--- src/rtl/mario_anim_ctrl.sv ---
// Mario sprite animation sequencer: turns per-frame motion status into the
// registered 4-bit sprite-ROM select code, pacing walk/climb/death frames.
module mario_anim_ctrl #(
  parameter int unsigned WALK_DIV  = 6,
  parameter int unsigned CLIMB_DIV = 8,
  parameter int unsigned DIE_DIV   = 10,
  parameter int unsigned DIE_SPIN  = 2
) (
  input  logic       clk,
  input  logic       rst,
  input  logic       frame_tick,
  input  logic       move_left,
  input  logic       move_right,
  input  logic       airborne,
  input  logic       climbing,
  input  logic       climb_move,
  input  logic       die,
  output logic [3:0] animate_state,
  output logic       anim_done
);

  localparam int unsigned MAX_WC  = (WALK_DIV > CLIMB_DIV) ? WALK_DIV : CLIMB_DIV;
  localparam int unsigned MAX_DIV = (MAX_WC > DIE_DIV) ? MAX_WC : DIE_DIV;
  localparam int unsigned DIV_W   = (MAX_DIV > 1) ? $clog2(MAX_DIV) : 1;
  localparam int unsigned SPIN_LAST = DIE_SPIN * 3;
  localparam int unsigned SPIN_W  = $clog2(SPIN_LAST + 1);

  localparam logic [3:0] STAND       = 4'b0000;
  localparam logic [3:0] WALK_LEFT1  = 4'b0001;
  localparam logic [3:0] WALK_LEFT2  = 4'b0010;
  localparam logic [3:0] WALK_MID    = 4'b0011;
  localparam logic [3:0] WALK_RIGHT1 = 4'b0100;
  localparam logic [3:0] WALK_RIGHT2 = 4'b0101;
  localparam logic [3:0] FLY_LEFT    = 4'b0110;
  localparam logic [3:0] FLY_RIGHT   = 4'b0111;
  localparam logic [3:0] CLAMP1      = 4'b1000;
  localparam logic [3:0] CLAMP2      = 4'b1001;
  localparam logic [3:0] DIE1        = 4'b1010;
  localparam logic [3:0] DIE4        = 4'b1101;

  typedef enum logic [2:0] {
    M_STAND = 3'd0,
    M_WALK  = 3'd1,
    M_AIR   = 3'd2,
    M_CLIMB = 3'd3,
    M_DEAD  = 3'd4
  } mode_t;

  mode_t             mode_q, mode_d;
  logic              left_q, left_d;
  logic [DIV_W-1:0]  div_q, div_d, div_lim;
  logic [1:0]        phase_q, phase_d;
  logic [SPIN_W-1:0] spin_q, spin_d;
  logic [3:0]        state_d;
  logic              done_d;
  logic              adv;

  // State and output registers
  always_ff @(posedge clk) begin
    if (rst) begin
      mode_q        <= M_STAND;
      left_q        <= 1'b0;
      div_q         <= '0;
      phase_q       <= '0;
      spin_q        <= '0;
      animate_state <= STAND;
      anim_done     <= 1'b0;
    end else begin
      mode_q        <= mode_d;
      left_q        <= left_d;
      div_q         <= div_d;
      phase_q       <= phase_d;
      spin_q        <= spin_d;
      animate_state <= state_d;
      anim_done     <= done_d;
    end
  end

  // Mode priority, facing, shared divider/phase sequencing and sprite decode
  always_comb begin
    mode_d  = mode_q;
    left_d  = left_q;
    div_d   = div_q;
    phase_d = phase_q;
    spin_d  = spin_q;
    div_lim = DIV_W'(WALK_DIV - 1);
    adv     = 1'b0;
    state_d = STAND;
    done_d  = 1'b0;

    if (mode_q == M_DEAD || die)        mode_d = M_DEAD;
    else if (climbing)                  mode_d = M_CLIMB;
    else if (airborne)                  mode_d = M_AIR;
    else if (move_left ^ move_right)    mode_d = M_WALK;
    else                                mode_d = M_STAND;

    if (mode_d != M_DEAD && (move_left ^ move_right)) left_d = move_left;

    case (mode_q)
      M_WALK: begin
        adv     = frame_tick;
        div_lim = DIV_W'(WALK_DIV - 1);
      end
      M_CLIMB: begin
        adv     = frame_tick & climb_move;
        div_lim = DIV_W'(CLIMB_DIV - 1);
      end
      M_DEAD: begin
        adv     = frame_tick && (spin_q != SPIN_W'(SPIN_LAST));
        div_lim = DIV_W'(DIE_DIV - 1);
      end
      default: adv = 1'b0;
    endcase

    // Any mode change, or a turn while walking, restarts the sequence; a
    // tick landing on that same edge is dropped.
    if (mode_d != mode_q || (mode_q == M_WALK && left_d != left_q)) begin
      div_d   = '0;
      phase_d = '0;
      spin_d  = '0;
    end else if (adv) begin
      if (div_q == div_lim) begin
        div_d = '0;
        case (mode_q)
          M_CLIMB: phase_d = {1'b0, ~phase_q[0]};
          M_DEAD: begin
            spin_d  = spin_q + SPIN_W'(1);
            phase_d = (phase_q == 2'd2) ? 2'd0 : phase_q + 2'd1;
          end
          default: phase_d = (phase_q == 2'd2) ? 2'd0 : phase_q + 2'd1;
        endcase
      end else begin
        div_d = div_q + DIV_W'(1);
      end
    end

    case (mode_q)
      M_WALK: begin
        case (phase_q)
          2'd0:    state_d = left_q ? WALK_LEFT1 : WALK_RIGHT1;
          2'd1:    state_d = left_q ? WALK_LEFT2 : WALK_RIGHT2;
          default: state_d = WALK_MID;
        endcase
      end
      M_AIR:   state_d = left_q ? FLY_LEFT : FLY_RIGHT;
      M_CLIMB: state_d = phase_q[0] ? CLAMP2 : CLAMP1;
      M_DEAD: begin
        if (spin_q == SPIN_W'(SPIN_LAST)) begin
          state_d = DIE4;
          done_d  = 1'b1;
        end else begin
          state_d = DIE1 + {2'b00, phase_q};
        end
      end
      default: state_d = STAND;
    endcase
  end

endmodule
--- config.mk ---
export PLATFORM = sky130hd
export DESIGN_NAME = mario_anim_ctrl
export DESIGN_NICKNAME = d
export VERILOG_FILES = /design/src/rtl/mario_anim_ctrl.sv
export SDC_FILE = /design/constraint.sdc
export NUM_CORES = 1
export LEC_CHECK = 0
export CAP_MARGIN = 5
export CORE_UTILIZATION = 45
export DETAILED_ROUTE_END_ITERATION = 7
export HOLD_SLACK_MARGIN = 0.15
export PLACE_DENSITY = 0.74
export SYNTH_ARGS = -nofsm -noshare
export SYNTH_HDL_FRONTEND = slang
export SYNTH_SLANG_ARGS = --single-unit
export TNS_END_PERCENT = 100
--- constraint.sdc ---
create_clock -name clk -period 2.7 [get_ports clk]
set_clock_uncertainty 0.1 [all_clocks]
set_input_delay 0.54 -clock clk [delete_from_list [all_inputs] [get_ports clk]]
set_output_delay 0.54 -clock clk [all_outputs]
set_load 0.005 [all_outputs]
==> results by group <==
Floorplan
  – Core Region: 0.00206 mm2
  – I/O pins: 14
  – Starting density of the core: 49.9%
  – Site Rows: 16
  – Horiz. Die Dim: 49.8 um
  – Die ar.: between 0.002 and 0.0025 mm2
  – Die H: 49.8 um

Critical path
  – Critical Path Start Type: register
  – Data required time of the worst path: approximately 2.8 ns
  – CP Class: register to register
  – Buf+Inv Stages, Crit Path: 0
  – Crit path largest cell delay: about 0.8 ns
  – CP Capture Type: register
  – CP max FO: 15
  – CP arrival: ~2.4 ns
  – Worst-path cell chain: or2b_1, a32oi_1, nor3b_1, o21ai_0, a21oi_1
  – Slowest CP cell: a32oi_1
  – Cell family with most CP delay: compound AO/OA/AOI/OAI gates

Place
  – Pre-CTS setup slack: 0.0877 ns
  – PortBufs: 13
  – Hpwl dp: 1.55 mm
  – GP Congestion: 0.787
  – Placed Area: ~0.0012 mm2

Route
  – DRC viols: 0
  – 1st-pass router iterations: 4
  – Via count: between 900 and 1000
  – Post-DR wirelength/cell: 12.7 um
  – Via density per instance: 5.84
  – Number of nets with antenna violations after detailed routing: 0
  – DRT iter0 DRCs: 16
  – WL final: ~2.1 mm

GRT
  – First-pass GRT wire length: 3.53 mm
  – Total track usage: 18.4%
  – Largest net degree at the start of global routing: 16
  – Initial antenna violation count: 0
  – Vias in the first global route: about 840
  – GR Overflow Total: 0

Final layout
  – Ant. Diodes: 0
  – Fin area: roughly 0.0012 mm2
  – Nets@finish: 152
  – Fillcell total: 187
  – Layout area overhead: 17.9%
  – Share of layout cells above drive strength 1: 8.63%

CTS
  – Postcts setup bufs: 0
  – Inserted Clock Buffers: 3
  – Hold_buf cts: 0
  – CTS tree: done
  – CTS root buffer: clkbuf_4
  – CTS max path bufs: 2
  – H-tree Lvls: 1
  – CTS clk-pin slew, worst paths: 0.10 ns
  – Clk_lat worst skew: roughly 0.29 ns
  – Sink Count: 18
  – Cts repair resizes: 0

STA
  – Tightest Pin Transition: 0.981 ns
  – Final Cycle Share: 87.1%
  – Setup WS post-layout: ~0.35 ns
  – TNS Setup: 0 ns
  – Tmin final: 2.35 ns
  – Final Max Slew Viols: 0
  – FMAX: 425 MHz
  – Unrepaired setup endpoints after global routing: no
  – Final number of hold-violating endpoints: 0
  – Relative slew slack: 34.6%
  – Number of setup violations in the final report: 0

Status
  – Status: finished, final reports clean

Synthesis
  – Post-Syn Nets: 139
  – Count leader, synth: dfxtp_1
  – Avg Synthesized Cell Area: between 8 and 9 um2
  – Synth async-reset ratio: 0%
  – Mapped Area: roughly 0.0010 mm2
  – Synth top cells by count: dfxtp_1 (18), a21oi_1 (14), nand2_1 (13)
  – Post-synthesis sequential area ratio: 35.0%
  – Top-area cell type share of the netlist area: 35.0%
  – Synth warn: 0
  – Distinct cells, synth: 41
  – Synthesized instance count: ~130
  – Yosys reg bits: 18
  – Post-synth top flop: dfxtp_1
  – EDFF count, synth: 0
  – Synth top area cells: dfxtp_1 (35%), a21oi_1 (6.8%), nand2_1 (4.7%)
  – Top cell type by total area after synthesis: dfxtp_1

Run
  – Max cap viols: 0

Pwr
  – Leak: between 0.3 and 0.4 nW
  – VDD IR max: 0.286 mV
  – Pwr/cell area: 441 mW/mm2

Hold path
  – Hold/Removal Path Class: register to register
[layout by cell type, fill, tap and decap left out, types with 2 or more instances in the layout]
cell,instances
dfxtp_1,18
a21oi_1,14
nand2_1,13
clkdlybuf4s50_1,13
nor2_1,11
o21ai_0,8
inv_1,4
nor2b_1,4
nand2b_1,3
or4_1,3
ha_1,3
clkbuf_4,3
buf_4,3
a21o_1,2
xor2_1,2
a211oi_1,2
nor3_1,2
o31ai_1,2
nand3_1,2
a31oi_1,2
o22a_1,2
nor3b_1,2
nor4_1,2
[path summary, 6_finish.rpt]
path	end	cells after the start	slack, ns	start
setup / recovery	div_q[2]	5	0.35	mode_q[1]
hold / removal	div_q[2]	2	0.41	div_q[2]
setup reg to reg	div_q[2]	5	0.35	mode_q[1]
hold reg to reg	div_q[2]	2	0.41	div_q[2]
[where the power goes]
part | total (mW) | switching [mW] | internal [mW]
combinational | 0.0830 | 0.0405 | 0.0425
clock | 0.167 | 0.0848 | 0.0822
sequential | 0.285 | 0.0117 | 0.273
[through the flow]
| step | total power, mW | cells | hold WS, ns | utilization [%] |
|---|---|---|---|---|
| 3_5_place_dp | 0.374 | 162 | 0.397 | 57.0 |
| 6_report | 0.535 | 166 | 0.411 | 58.8 |
| 3_3_place_gp | 0.372 | 162 | 0.384 | 57.0 |
| 2_1_floorplan | 0.340 | 127 | 0.358 | - |
| 4_1_cts | 0.538 | 166 | 0.411 | 58.8 |
| 5_1_grt | 0.560 | 166 | 0.451 | 58.8 |
[flip-flops by register name, summed over array words and instances (netlist names)]
name and cells:
left_q 1, mode_q 3, anim_done 1, phase_q 2, spin_q 3, animate_state 4, div_q 4
[cell type report]
cell class,instances,area [um2],share of cell area [%]
tap,27,33.8,2.79
timing repair buffer,16,153,12.6
inverter,4,15.0,1.24
multi-input combinational,97,614,50.7
clock buffer,4,36.3,2.99
sequential,18,360,29.7
[worst reg2reg max path, cell delays in order (launching register included)]
cell and delay, ns:
dfxtp_1 0.65, or2b_1 0.28, a32oi_1 0.80, nor3b_1 0.10, o21ai_0 0.22, a21oi_1 0.09
[cells by family after synthesis]
kind of cell             after synthesis  share of synthesized area (%)
XOR/XNOR                               3                           2.56
flip-flops                            18                           35.0
AO/OA/AOI/OAI                         43                           27.9
adder cells (fa/ha/maj)                3                           3.65
AND/OR/NAND/NOR                       48                           25.7
buffers and inverters                 12                           5.23
[layer usage]
metal  GRT usage [%]  vias up  part of all wire [%]
met5               0        -                     0
met4            6.19        0                   1.2
met3            5.56        4                   3.7
met2            31.8       25                    48
met1            21.3      455                    47
li1                -      486                     -
Power figures use the tool's default switching activity.
